$ cat config.mk
export PLATFORM = sky130hd
export DESIGN_NAME = uart_rx_control_module_flat
export DESIGN_NICKNAME = d
export VERILOG_FILES = /design/src/rtl/uart_rx_control_module_if.sv /design/src/rtl/uart_rx_control_module.sv /design/src/flat_wrapper.sv
export SDC_FILE = /design/constraint.sdc
export NUM_CORES = 1
export LEC_CHECK = 0
export BUFFER_PORTS_ARGS = -buffer_cell sky130_fd_sc_hd__buf_2
export CAP_MARGIN = 25
export CELL_PAD_IN_SITES_DETAIL_PLACEMENT = 2
export CELL_PAD_IN_SITES_GLOBAL_PLACEMENT = 2
export CORE_ASPECT_RATIO = 0.75
export CORE_MARGIN = 5
export CORE_UTILIZATION = 32
export CTS_BUF_LIST = sky130_fd_sc_hd__clkbuf_8 sky130_fd_sc_hd__clkbuf_16
export DETAILED_ROUTE_END_ITERATION = 12
export HOLD_SLACK_MARGIN = 0.03
export PLACE_DENSITY = 0.72
export RECOVER_POWER = 100
export SKIP_LAST_GASP = 1
export SLEW_MARGIN = 25
export SYNTH_ARGS = -nofsm -noshare
export SYNTH_HDL_FRONTEND = slang
export SYNTH_SLANG_ARGS = --single-unit
$ cat constraint.sdc
create_clock -name CLK -period 1.66 [get_ports CLK]
set_input_delay 0.083 -clock CLK [delete_from_list [all_inputs] [get_ports CLK]]
set_output_delay 0.083 -clock CLK [all_outputs]
set_load 0.005 [all_outputs]
$ cat src/rtl/uart_rx_control_module_if.sv
// Bundles the receiver's control, serial input and byte-delivery signals for the UART RX controller.
// The master drives enable and line; the slave returns data, done, error and busy.
interface uart_rx_control_module_if;
    logic       RX_En_Sig;
    logic       RX_Pin_In;
    logic [7:0] RX_Data;
    logic       RX_Done_Sig;
    logic       RX_Err_Sig;
    logic       RX_Busy;

    modport master (
        output RX_En_Sig, RX_Pin_In,
        input  RX_Data, RX_Done_Sig, RX_Err_Sig, RX_Busy
    );

    modport slave (
        input  RX_En_Sig, RX_Pin_In,
        output RX_Data, RX_Done_Sig, RX_Err_Sig, RX_Busy
    );
endinterface

$ cat src/rtl/uart_rx_control_module.sv
// UART 8N1 receiver (8E1/8O1 when UART_RX_PARITY_EN is defined); done pulses one cycle after the stop-bit mid sample.
// No backpressure: the consumer must take RX_Data on the done pulse; it is held until the next frame.
module uart_rx_control_module #(
    parameter int BPS_DIV    = 434,
    parameter int PARITY_ODD = 0
) (
    input  logic                      CLK,
    input  logic                      RST,
    uart_rx_control_module_if.slave   rx_bus
);

    localparam int            CW      = (BPS_DIV > 1) ? $clog2(BPS_DIV) : 1;
    localparam logic [CW-1:0] HALF_PT = CW'(BPS_DIV / 2);
    localparam logic [CW-1:0] FULL_PT = CW'(BPS_DIV - 1);
    localparam logic          P_ODD   = 1'(PARITY_ODD);
`ifdef UART_RX_PARITY_EN
    localparam logic          PAR_EN  = 1'b1;
`else
    localparam logic          PAR_EN  = 1'b0;
`endif

    typedef enum logic [2:0] {
        S_IDLE,
        S_START,
        S_DATA,
        S_PARITY,
        S_STOP,
        S_DONE
    } state_t;

    state_t        r_state;
    state_t        w_next;
    logic          r_sync1;
    logic          r_sync2;
    logic          r_prev;
    logic [CW-1:0] r_cnt;
    logic [2:0]    r_bit_idx;
    logic [7:0]    r_shift;
    logic          r_par_bit;
    logic [7:0]    r_data;
    logic          r_err;
    logic          w_start_edge;
    logic          w_tick;
    logic          w_par_err;

    // Sync flops reset to the idle level so reset release never looks like a start edge.
    always_ff @(posedge CLK) begin
        if (RST) begin
            r_sync1 <= 1'b1;
            r_sync2 <= 1'b1;
            r_prev  <= 1'b1;
        end else begin
            r_sync1 <= rx_bus.RX_Pin_In;
            r_sync2 <= r_sync1;
            r_prev  <= r_sync2;
        end
    end

    assign w_start_edge = r_prev & ~r_sync2;
    assign w_par_err    = PAR_EN & ((^r_shift ^ r_par_bit) != P_ODD);

    always_comb begin
        w_tick = 1'b0;
        case (r_state)
            S_START:                  w_tick = (r_cnt == HALF_PT);
            S_DATA, S_PARITY, S_STOP: w_tick = (r_cnt == FULL_PT);
            default:                  w_tick = 1'b0;
        endcase
    end

    always_ff @(posedge CLK) begin
        if (RST) r_state <= S_IDLE;
        else     r_state <= w_next;
    end

    always_comb begin
        w_next = r_state;
        case (r_state)
            S_IDLE: begin
                if (rx_bus.RX_En_Sig && w_start_edge) w_next = S_START;
            end
            S_START: begin
                if (!rx_bus.RX_En_Sig) w_next = S_IDLE;
                else if (w_tick)       w_next = r_sync2 ? S_IDLE : S_DATA;
            end
            S_DATA: begin
                if (!rx_bus.RX_En_Sig)                 w_next = S_IDLE;
                else if (w_tick && r_bit_idx == 3'd7)  w_next = PAR_EN ? S_PARITY : S_STOP;
            end
            S_PARITY: begin
                if (!rx_bus.RX_En_Sig) w_next = S_IDLE;
                else if (w_tick)       w_next = S_STOP;
            end
            S_STOP: begin
                if (!rx_bus.RX_En_Sig) w_next = S_IDLE;
                else if (w_tick)       w_next = S_DONE;
            end
            S_DONE:  w_next = S_IDLE;
            default: w_next = S_IDLE;
        endcase
    end

    // Output byte and error load on entry to DONE so they are valid alongside the done pulse.
    always_ff @(posedge CLK) begin
        if (RST) begin
            r_cnt     <= '0;
            r_bit_idx <= '0;
            r_shift   <= '0;
            r_par_bit <= 1'b0;
            r_data    <= '0;
            r_err     <= 1'b0;
        end else begin
            if (w_next != r_state || w_tick || r_state == S_IDLE) r_cnt <= '0;
            else                                                   r_cnt <= r_cnt + 1'b1;

            if (r_state != S_DATA) r_bit_idx <= '0;
            else if (w_tick)       r_bit_idx <= r_bit_idx + 1'b1;

            if (r_state == S_DATA && w_tick)   r_shift   <= {r_sync2, r_shift[7:1]};
            if (r_state == S_PARITY && w_tick) r_par_bit <= r_sync2;

            if (w_next == S_DONE) begin
                r_data <= r_shift;
                r_err  <= ~r_sync2 | w_par_err;
            end
        end
    end

    assign rx_bus.RX_Data     = r_data;
    assign rx_bus.RX_Err_Sig  = r_err;
    assign rx_bus.RX_Done_Sig = (r_state == S_DONE);
    assign rx_bus.RX_Busy     = (r_state != S_IDLE);

endmodule

$ cat src/flat_wrapper.sv
// flat-port wrapper written by rule: the top's interface ports become plain ports
module uart_rx_control_module_flat 
#(
    parameter int BPS_DIV    = 434,
    parameter int PARITY_ODD = 0
)
  (CLK, RST, rx_bus_RX_En_Sig, rx_bus_RX_Pin_In, rx_bus_RX_Data, rx_bus_RX_Done_Sig, rx_bus_RX_Err_Sig, rx_bus_RX_Busy);
  uart_rx_control_module_if rx_bus_i ();
  input  logic CLK;
  input  logic RST;
  input wire logic [$bits(rx_bus_i.RX_En_Sig)-1:0] rx_bus_RX_En_Sig;
  input wire logic [$bits(rx_bus_i.RX_Pin_In)-1:0] rx_bus_RX_Pin_In;
  output wire logic [$bits(rx_bus_i.RX_Data)-1:0] rx_bus_RX_Data;
  output wire logic [$bits(rx_bus_i.RX_Done_Sig)-1:0] rx_bus_RX_Done_Sig;
  output wire logic [$bits(rx_bus_i.RX_Err_Sig)-1:0] rx_bus_RX_Err_Sig;
  output wire logic [$bits(rx_bus_i.RX_Busy)-1:0] rx_bus_RX_Busy;
  assign rx_bus_i.RX_En_Sig = rx_bus_RX_En_Sig;
  assign rx_bus_i.RX_Pin_In = rx_bus_RX_Pin_In;
  assign rx_bus_RX_Data = rx_bus_i.RX_Data;
  assign rx_bus_RX_Done_Sig = rx_bus_i.RX_Done_Sig;
  assign rx_bus_RX_Err_Sig = rx_bus_i.RX_Err_Sig;
  assign rx_bus_RX_Busy = rx_bus_i.RX_Busy;
  uart_rx_control_module #(.BPS_DIV(BPS_DIV), .PARITY_ODD(PARITY_ODD)) u_core (.CLK(CLK), .RST(RST), .rx_bus(rx_bus_i));
endmodule
## After elaboration in Yosys (flattened, before gate mapping)

Cells that the tools add are included.

| operators by class | value |
|---|---|
| muxes and demuxes | 12 |
| bitwise operators | 2 |
| equality and inequality tests | 11 |
| $add $sub $neg | 2 |
| reductions and logical operators | 10 |

Operator list:

| kind | count |
|---|---|
| $mux 3 | 9 |
| $pmux 3 s5 | 1 |
| $eq 3x3->1 const B | 4 |
| $add 9x1->9 const B | 1 |
| $eq 9x8->1 const B | 1 |
| $eq 9x9->1 const B | 1 |
| $eq 3x2->1 const B | 2 |
| $reduce_or 2->1 | 2 |
| $add 3x1->3 const B | 1 |
| $eq 3x1->1 const B | 1 |
| $logic_and 1x1->1 | 3 |
| $logic_not 3->1 | 1 |
| $ne 3x2->1 const B | 1 |
| $ne 3x3->1 | 1 |
| $reduce_bool 3->1 | 1 |
| $reduce_or 3->1 | 1 |
| $logic_or 1x1->1 | 2 |
| $mux 2 | 1 |
| $pmux 1 s2 | 1 |
| $and 1x1->1 | 1 |
| $not 1->1 | 1 |

| storage, ports and cells | value |
|---|---|
| register bits after elaboration | 35 |
| output and inout bits | 11 |

## Logic depth before layout (Yosys ltp)

Gate-level depths: netlist (run 1).

| depth | value |
|---|---|
| depth after elaboration | 11 |
| mapped depth | 6 |

## Least setup slack after synthesis (run 1)

No wires, ideal clock.

| timing | value |
|---|---|
| path kind | reg2reg |
| start point | register u_core.r_cnt[0] |
| end point | register u_core.r_shift[2] |
| arrival | 1565 ps |
| setup time | 121 ps |
| stages on the path, launching flop included | 6 |
| slack | -26 ps |
| cells stage by stage | dfxtp_1 ha_1 nand4b_1 or4_1 buf_2 mux2i_1 |

| between the ends | value |
|---|---|
| longest elaborated chain between the ends | 3 |

RTL lines:

| what | line | RTL |
|---|---|---|
| from (decl) | uart_rx_control_module.sv:36 | `logic [CW-1:0] r_cnt;` |
| from (signal assigned) | uart_rx_control_module.sv:114 | `else r_cnt <= r_cnt + 1'b1;` |
| $eq 9x9->1 / $eq 9x8->1 (equally long branches) | uart_rx_control_module.sv:66, uart_rx_control_module.sv:65 |  |
| $pmux 1 s2 * | uart_rx_control_module.sv:64 | `case (r_state)` |
| $logic_and 1x1->1 * | uart_rx_control_module.sv:119 | `if (r_state == S_DATA && w_tick) r_shift <= {r_sync2, r_shift[7:1]};` |
| to (signal assigned) | uart_rx_control_module.sv:119 |  |
| to (decl) | uart_rx_control_module.sv:38 | `logic [7:0] r_shift;` |

Every way passes the cells marked *; elsewhere a longest branch is shown, timed or not.
A chain may end at the register's enable or synchronous reset.

## Worst setup path in the final report (run 1)

| timing | value |
|---|---|
| start point | register u_core.r_cnt[8] |
| end point | register u_core.r_data[7], in the netlist u_core.rx_bus.RX_Data[7] |

| between the ends | value |
|---|---|
| longest elaborated chain between the ends | 7 |

RTL lines:

| what | line | RTL |
|---|---|---|
| $eq 9x9->1 / $eq 9x8->1 (equally long branches) | uart_rx_control_module.sv:66, uart_rx_control_module.sv:65 |  |
| $pmux 1 s2 * | uart_rx_control_module.sv:64 |  |
| $logic_and 1x1->1 | uart_rx_control_module.sv:88 | `else if (w_tick && r_bit_idx == 3'd7) w_next = PAR_EN ? S_PARITY : S_STOP;` |
| $mux 3 | uart_rx_control_module.sv:88 |  |
| $mux 3 | uart_rx_control_module.sv:87 | `if (!rx_bus.RX_En_Sig) w_next = S_IDLE;` |
| $pmux 3 s5 * | uart_rx_control_module.sv:78 | `case (r_state)` |
| $eq 3x3->1 * | uart_rx_control_module.sv:122 | `if (w_next == S_DONE) begin` |
| to (signal assigned) | uart_rx_control_module.sv:123 | `r_data <= r_shift;` |
| to (decl) | uart_rx_control_module.sv:40 | `logic [7:0] r_data;` |

Marked as above.

==> impl_metrics.json, run 1 <==
{
  "path_max_fanout": 5,
  "slew_viol_final": 0,
  "grt_pass1_wl_mm": 8.87,
  "cts_buffer_depth": 2,
  "synth_top_cells_by_area": "dfxtp_1 46%, mux2i_1 5.3%, a31o_1 4.6%",
  "ff_latch_area_um2": 712,
  "start_util_pct": 33.6,
  "outcome": "finished with violations",
  "setup_ws_ps": -130,
  "antenna_found_initial": 0,
  "grt_pass1_vias": 1621,
  "firstDrtPassIters": 4,
  "rsz0062_at_grt": "yes",
  "vias": 1495,
  "cts_buffers": 5,
  "core_area_um2": 4520,
  "yosys-top-cells-count": "35 x dfxtp_1, 14 x nor2_1, 11 x nand2_1, 10 x nand3_1",
  "ys.flop_type": "dfxtp_1",
  "drv_cap": 0,
  "cts-root-buf": "clkbuf_8",
  "power.density_nw_per_um2": 801,
  "grt_max_degree": 19,
  "nFillCells": 480,
  "yosysMostFrequentCell": "dfxtp_1",
  "clk-insertion-delay-late_ps": 310,
  "cp_data_arrival_time_ps": 1980,
  "required_ps": 1850,
  "yosysWarnings": 0,
  "ios": 15,
  "cts_max_level": 2,
  "worst_pin_slew_ps": 330,
  "vdd_ir_drop_max_mv": 0.587,
  "place_congestion": 0.845,
  "num_antenna_cells": 0,
  "finalCriticalPeriod_ps": 1790,
  "dp_cells": 247,
  "setup_tns_ps": -1850,
  "leakage_nw": 0.839,
  "io_buffer_count": 14,
  "synth_fp_nets": 165,
  "worstSetupEndpointType": "register",
  "reg2reg_slack_ps": -130,
  "die-area_um2": 6230,
  "multi_input_area_um2": 980,
  "post-route-period-util_pct": 108,
  "synth_largest_area_cell": "dfxtp_1",
  "yosysSeqAreaShare_pct": 46.2,
  "grt.total_usage_pct": 19.1,
  "wl_mm": 6.48,
  "postRouteAntennaNets": 0,
  "setup_violations": 28,
  "syn_area_per_cell_um2": 9.66,
  "rows": 21,
  "drive_gt1_share_pct": 42.1,
  "cts_tree": "yes",
  "nets": 216,
  "ys_async_sr_fraction_pct": 0,
  "post_drt_wl_per_cell_um": 24.4,
  "vias_per_cell": 5.62,
  "placed_area_um2": 1830,
  "crit_type": "register to register",
  "synth_cell_types": 40,
  "path_clk_slew_ps": 70,
  "die_h_um": 69.6,
  "clock_sinks": 35,
  "synth.top_cell.area_share_pct": 46.2,
  "start_kind": "register",
  "dpl.hpwl_mm": 3.49,
  "worst_hold_path_type": "input pin to register",
  "max_freq_mhz": 559,
  "netlist_instances": 157,
  "layout.cells.non_filler": 266,
  "areaGrowthSynthToFinish_pct": 48.9,
  "syn_area_um2": 1520,
  "drtIter0Drc": 36,
  "synth_edf_count": 0,
  "skew_ps": 10.8,
  "grt_overflow_total": 0,
  "stdcell_area_um2": 2260,
  "synth_seq_cells": 35,
  "drcViolationCount": 0,
  "max-slew-margin-rel_pct": 77.8,
  "hold_viol_final": 0,
  "violations": "negative setup slack",
  "dieWidth_um": 89.5
}
power by group:
part / switching (W) / internal (W)
registers: 0.00000240 / 0.000839
clock network: 0.000333 / 0.000594
logic: 0.0000241 / 0.0000162
total: 0.000359 / 0.00145
worst max-delay path, stage by stage, from the launching register on:
cell and delay, ps:
dfxtp_4 380, nor4b_4 350, a21boi_2 120, buf_4 160, or3_4 430, a31o_1 240
stage by stage:
stage / power, W / setup WS [ps] / util, % / hold slack [ps]
6_report: 0.00181 / -130 / 50.0 / 68.8
4_1_cts: 0.00181 / -12.5 / 46.7 / 63.5
3_3_place_gp: 0.000895 / -30.9 / 40.4 / 273
3_5_place_dp: 0.000897 / -110 / 40.4 / 278
5_1_grt: 0.00187 / -182 / 50.0 / 64.0
2_1_floorplan: 0.000880 / 12.2 / - / 187
per-layer routing:
layer | up-vias | GRT usage [%] | share of wire [%]
li1 | 680 | - | -
met1 | 752 | 23.0 | 42
met2 | 45 | 33.1 | 50
met3 | 18 | 4.39 | 4.5
met4 | 0 | 5.79 | 2.7
met5 | - | 0 | 0
sequential cells by signal, summed over array words and instances (netlist names), 3 cells and up:
signal	cells
u_core.r_shift	8
u_core.r_state	3
u_core.r_bit_idx	3
u_core.rx_bus.RX_Data	8
u_core.r_cnt	9
what timing repair did:
| action | CTS | global route |
|---|---|---|
| setup endpoints to repair | 32 | 25 |
| gates cloned | 1 | 1 |
| endpoints found under the hold margin | 1 | 0 |
| setup buffers | 5 | 3 |
| gates resized for setup | 24 | 30 |
| hold buffers | 1 | 0 |
| pin swaps | 5 | 14 |
layout by cell type (no fill, tap or decap), types with 3 or more instances in the layout:
cell and count:
ha_1 3, a21oi_2 3, or3_1 3, nor2_2 3, nand3_1 6, buf_2 6, xor2_1 6, nor4_1 8
o21ai_0 4, clkbuf_1 8, dfxtp_1 30, nor2_1 5, buf_4 30, dfxtp_2 3, a31o_1 8, clkbuf_8 5
buf_6 4, or2_2 3, nand2_1 11, mux2i_1 8, nor2_4 6
logic make-up after synthesis:
group | count (synthesis) | share of synthesized area (%)
compound gates | 26 | 12.2
xor+xnor | 7 | 4.04
fa+ha+maj | 4 | 3.30
buf+inv | 9 | 2.39
flops | 35 | 46.2
mux | 8 | 5.28
simple gates | 68 | 26.6
area by class of cell:
cell class / instances / share of cell area [%]
Clock buffer: 5 / 3.05
Clock inverter: 3 / 2.83
Inverter: 2 / 0.332
Multi-Input combinational cell: 114 / 43.4
Sequential cell: 35 / 31.5
Tap cell: 57 / 3.16
Timing Repair Buffer: 50 / 15.7
worst paths after layout:
check	depth (start not counted)	start	to
worst max-delay path	5	u_core.r_cnt[8]	u_core.rx_bus.RX_Data[7]
worst min-delay path	2	RST	u_core.r_sync2
worst max register to register	5	u_core.r_cnt[8]	u_core.rx_bus.RX_Data[7]
worst min register to register	1	u_core.r_sync1	u_core.r_sync2
No activity file was read; power rests on OpenSTA's default activity.
==> run 2: changes to the inputs <==
- CORE_ASPECT_RATIO: 0.75 -> 1.5
- CORE_UTILIZATION: 32 -> 35
- PLACE_DENSITY: 0.72 -> 0.75
- clock period: 1.66 -> 1.8 ns (I/O delays scaled with it)
==> run 2 against run 1 <==
The run now ends clean. Combinational power is 27% lower. Sequential share of layout area is 5.9 points higher. Largest power group is now registers. Design area is 17% lower. Critical endpoint is now u_core.r_bit_idx[0]. Clock skew is 7.2 ps lower. Fmax is 6.0% higher. Utilization is 5.4 points lower.
==> impl_metrics.json, run 2 (synthesis gave the netlist of run 1 again) <==
{
  "outcome": "finished, final reports clean",
  "cp_data_arrival_time_ps": 1900,
  "largest_reg_flops": 9,
  "required_ps": 2010,
  "finalCriticalPeriod_ps": 1690,
  "rr_worst_depth": 5,
  "largest_register": "u_core.r_cnt",
  "vias_per_cell": 5.64,
  "die-area_um2": 5780,
  "layout_commonest_cell": "dfxtp_1",
  "leakage_nw": 0.733,
  "vdd_ir_drop_max_mv": 0.473,
  "final_cell_mix": "34 x dfxtp_1, 18 x buf_4, 14 x nor2_1",
  "areaGrowthSynthToFinish_pct": 23.7,
  "hold_depth": 2,
  "grtUsageMet1_pct": 16.4,
  "worst_pin_slew_ps": 477,
  "post_drt_wl_per_cell_um": 18.6,
  "firstDrtPassIters": 2,
  "worstSetupEndpointType": "register",
  "rsz0062_at_grt": "no",
  "max-slew-margin-rel_pct": 68.0,
  "clk-insertion-delay-late_ps": 280,
  "antenna_found_initial": 0,
  "cts_buffers": 5,
  "post-route-period-util_pct": 93.9,
  "core_area_um2": 4210,
  "grt_overflow_total": 0,
  "rows": 29,
  "setup_tns_ps": 0,
  "place_congestion": 0.777,
  "grt_pass1_wl_mm": 7.50,
  "power.density_nw_per_um2": 736,
  "grt_max_degree": 19,
  "setup_violations": 0,
  "hold_viol_final": 0,
  "dpl.hpwl_mm": 3.42,
  "skew_ps": 3.56,
  "postRouteAntennaNets": 0,
  "max_freq_mhz": 592,
  "slew_viol_final": 0,
  "ios": 15,
  "io_buffer_count": 14,
  "cts_max_level": 2,
  "path_clk_slew_ps": 70,
  "worst_hold_path_type": "input pin to register",
  "grt.total_usage_pct": 16.5,
  "grt_use_met2_pct": 32.4,
  "drive_gt1_share_pct": 23.2,
  "cts_tree": "yes",
  "crit_type": "register to register",
  "grt_pass1_vias": 1479,
  "die_h_um": 90.6,
  "path_max_fanout": 5,
  "drv_cap": 0,
  "clock_sinks": 35,
  "drcViolationCount": 0,
  "power.total_w": 0.00138,
  "nets": 202,
  "cts-root-buf": "clkbuf_8",
  "drtIter0Drc": 50,
  "top_usage_layer": "met2",
  "num_antenna_cells": 0,
  "start_util_pct": 36.0,
  "cts_buffer_depth": 2,
  "dieWidth_um": 63.7,
  "wl_mm": 4.47,
  "vias": 1354,
  "met3_usage_pct": 3.74,
  "start_kind": "register"
}
## run 2: what timing repair did
item                                    in CTS  in global routing
hold buffers                                 1                  0
endpoints found under the setup margin       1                 14
setup buffers                                0                  3
endpoints found under the hold margin        1                  0
gates resized for setup                      1                  3
## run 2: routing by layer
metal | vias to the layer above | share of wire, %
li1 | 649 | -
met1 | 686 | 38
met2 | 14 | 59
met3 | 5 | 2.1
met4 | 0 | 1.3
met5 | - | 0
## run 2: stage by stage
step / std cells / hold WS, ps / worst slack (ps) / utilization (%) / area, µm²
global route: 240 / 120 / 2.00 / 44.6 / 1880
floorplan: 157 / 194 / 114 / - / 1520
finish: 240 / 119 / 110 / 44.6 / 1880
CTS: 237 / 116 / 25.6 / 44.5 / 1870
detailed placement: 229 / 281 / 15.3 / 42.1 / 1770
global placement: 229 / 272 / 116 / 42.1 / 1770
## run 2: final cells by class
type	instances	area [µm²]
clock inverters	1	5.00
clock buffers	6	82.6
well taps	46	57.6
repair buffers	37	233
fillers	475	2330
flip-flops and latches	35	702
multi-input cells	113	788
inverters	2	7.51
## run 2: where the power goes
| group | leakage [nW] | switching [W] | internal [W] |
|---|---|---|---|
| combinational | 0.403 | 0.0000175 | 0.0000120 |
| sequential | 0.283 | 0.00000235 | 0.000778 |
| clock | 0.0470 | 0.000270 | 0.000300 |
| total | 0.733 | 0.000290 | 0.00109 |
## run 2: final timing paths
check / endpoint / startpoint / slack, ps
setup / recovery: u_core.r_bit_idx[0] / u_core.r_state[2] / 110
hold / removal: u_core.r_sync2 / RST / 120
setup reg to reg: u_core.r_bit_idx[0] / u_core.r_state[2] / 110
hold reg to reg: u_core.r_sync2 / u_core.r_sync1 / 410
## run 2: critical path, stage by stage, from the launching register on
cell and delay [ps]:
dfxtp_1 420, or3b_1 460, a211o_1 310, buf_4 160
a21o_1 150, a21oi_1 130
==> run 3: changes to the inputs <==
- CTS_CLUSTER_DIAMETER: default -> 100
- REMOVE_ABC_BUFFERS: default -> 1
==> run 3 against run 2 <==
Via count is 2.3% lower. Register-to-register slack worse by 20 ps. Combinational power is 6% higher. Sequential share of layout area is 0.25 points higher. Flip-flop and latch count stayed put. Non-clock buffer count is 3 lower.
==> impl_metrics.json, run 3 (synthesis gave the netlist of run 1 again) <==
{
  "areaGrowthSynthToFinish_pct": 22.9,
  "antenna_found_initial": 0,
  "hold_viol_final": 0,
  "largest_register": "u_core.r_cnt",
  "die-area_um2": 5780,
  "grt_max_degree": 19,
  "grt_pass1_wl_mm": 7.42,
  "dpl.hpwl_mm": 3.34,
  "power.density_nw_per_um2": 730,
  "cts_max_level": 2,
  "setup_violations": 0,
  "nets": 199,
  "rows": 29,
  "vias_per_cell": 5.56,
  "dp_cells": 227,
  "finalCriticalPeriod_ps": 1710,
  "drv_cap": 0,
  "multi_input_area_um2": 807,
  "worstSetupEndpointType": "register",
  "reg2reg_slack_ps": 90,
  "dieWidth_um": 63.7,
  "cts_tree": "yes",
  "min_from": "RST",
  "cp_data_arrival_time_ps": 1930,
  "stdcell_area_um2": 1860,
  "drive_gt1_share_pct": 22.4,
  "vias": 1323,
  "cts-root-buf": "clkbuf_8",
  "firstDrtPassIters": 4,
  "grt_pass1_vias": 1506,
  "met3_length_um": 108,
  "worst_pin_slew_ps": 329,
  "required_ps": 2020,
  "vdd_ir_drop_max_mv": 0.470,
  "post-route-period-util_pct": 95.1,
  "path_clk_slew_ps": 70,
  "max-slew-margin-rel_pct": 77.9,
  "io_buffer_count": 14,
  "start_util_pct": 36.0,
  "crit_type": "register to register",
  "critPathMaxStageDelay_ps": 430,
  "cts_buffer_depth": 2,
  "path_max_fanout": 6,
  "layout.cells.non_filler": 238,
  "timing.rr.start": "u_core.r_state[1]",
  "slew_viol_final": 0,
  "dpl_worst_slack_ps": -1.50,
  "startpoint": "u_core.r_state[1]",
  "start_kind": "register",
  "skew_ps": 7.66,
  "max_freq_mhz": 584,
  "final_cell_mix": "34 x dfxtp_1, 14 x nor2_1, 14 x buf_4",
  "cts_buffers": 5,
  "placed_area_um2": 1760,
  "cp_slowest_cell": "dfxtp_1",
  "ios": 15,
  "rsz0062_at_grt": "yes",
  "core_area_um2": 4210,
  "wl_met1_mm": 1.68,
  "outcome": "finished, final reports clean",
  "drtIter0Drc": 57,
  "clk-insertion-delay-late_ps": 290,
  "place_congestion": 0.800,
  "cp.buffers_inverters": 2,
  "die_h_um": 90.6,
  "top_layer_used": "met4",
  "ff_latch_area_um2": 702,
  "grt.total_usage_pct": 16.2,
  "wl_mm": 4.39,
  "worst_hold_slack_ps": 63.1,
  "largest_reg_flops": 9,
  "grt_overflow_total": 0,
  "setup_ws_ps": 89.1,
  "worst_hold_path_type": "input pin to register",
  "num_antenna_cells": 0,
  "met2_length_mm": 2.54,
  "clock_sinks": 35,
  "post_drt_wl_per_cell_um": 18.4,
  "postRouteAntennaNets": 0,
  "layout_commonest_cell": "dfxtp_1",
  "leakage_nw": 0.711,
  "crit_family": "compound AO/OA/AOI/OAI gates",
  "path_cells": "clkbuf_1 -> nand2b_1 -> a211o_1 -> buf_4 -> a21o_1 -> a21oi_1",
  "nFillCells": 498,
  "drcViolationCount": 0
}
-- run 3: cell types whose count changed in the layout (fill, tap and decap cells not counted), moves of 2 or more --
| cell | delta |
|---|---|
| clkinv_2 | +2 |
| buf_2 | -2 |
| clkbuf_1 | +2 |
| buf_4 | -4 |
-- run 3: path summary, 6_finish.rpt --
kind                                       endpoint  depth (start not counted)
worst min register to register       u_core.r_sync2                          1
worst min-delay path                 u_core.r_sync1                          2
worst max register to register  u_core.r_bit_idx[0]                          6
worst max-delay path            u_core.r_bit_idx[0]                          6
-- run 3: final cells by class --
cell class / count / area share (%)
flip-flops and latches: 35 / 37.7
well taps: 46 / 3.09
clock inverters: 3 / 0.806
inverters: 2 / 0.403
repair buffers: 34 / 11.0
multi-input cells: 113 / 43.3
clock buffers: 5 / 3.69
-- run 3: what timing repair did --
item	4_1_cts	5_1_grt
gates resized for setup	1	5
gates cloned	0	0
pin swaps	0	1
endpoints found under the setup margin	2	20
hold buffers	1	0
endpoints found under the hold margin	1	0
buffers inserted	0	2
-- run 3: report_power, final --
part	switching (W)	internal, W
combinational	0.0000178	0.0000135
sequential	0.00000225	0.000777
clock	0.000284	0.000265
-- run 3: per-stage QoR --
step	util [%]	power, W	TNS (ps)
after global placement	41.7	0.000825	0
after global routing	44.3	0.00144	-13.0
final	44.3	0.00136	0
after CTS	44.0	0.00138	0
after floorplan	-	0.000811	-1530
after detailed placement	41.7	0.000827	-1.50
-- run 3: routing by layer --
layer / track usage, % / vias to the layer above
li1: - / 642
met1: 16.9 / 662
met2: 30.6 / 13
met3: 3.99 / 6
met4: 5.20 / 0
met5: 0 / -
-- run 3: worst register-to-register path, stage by stage, from the launching register on --
cell and delay [ps]:
dfxtp_1 430, clkbuf_1 270, nand2b_1 170, a211o_1 340, buf_4 160, a21o_1 150
a21oi_1 120
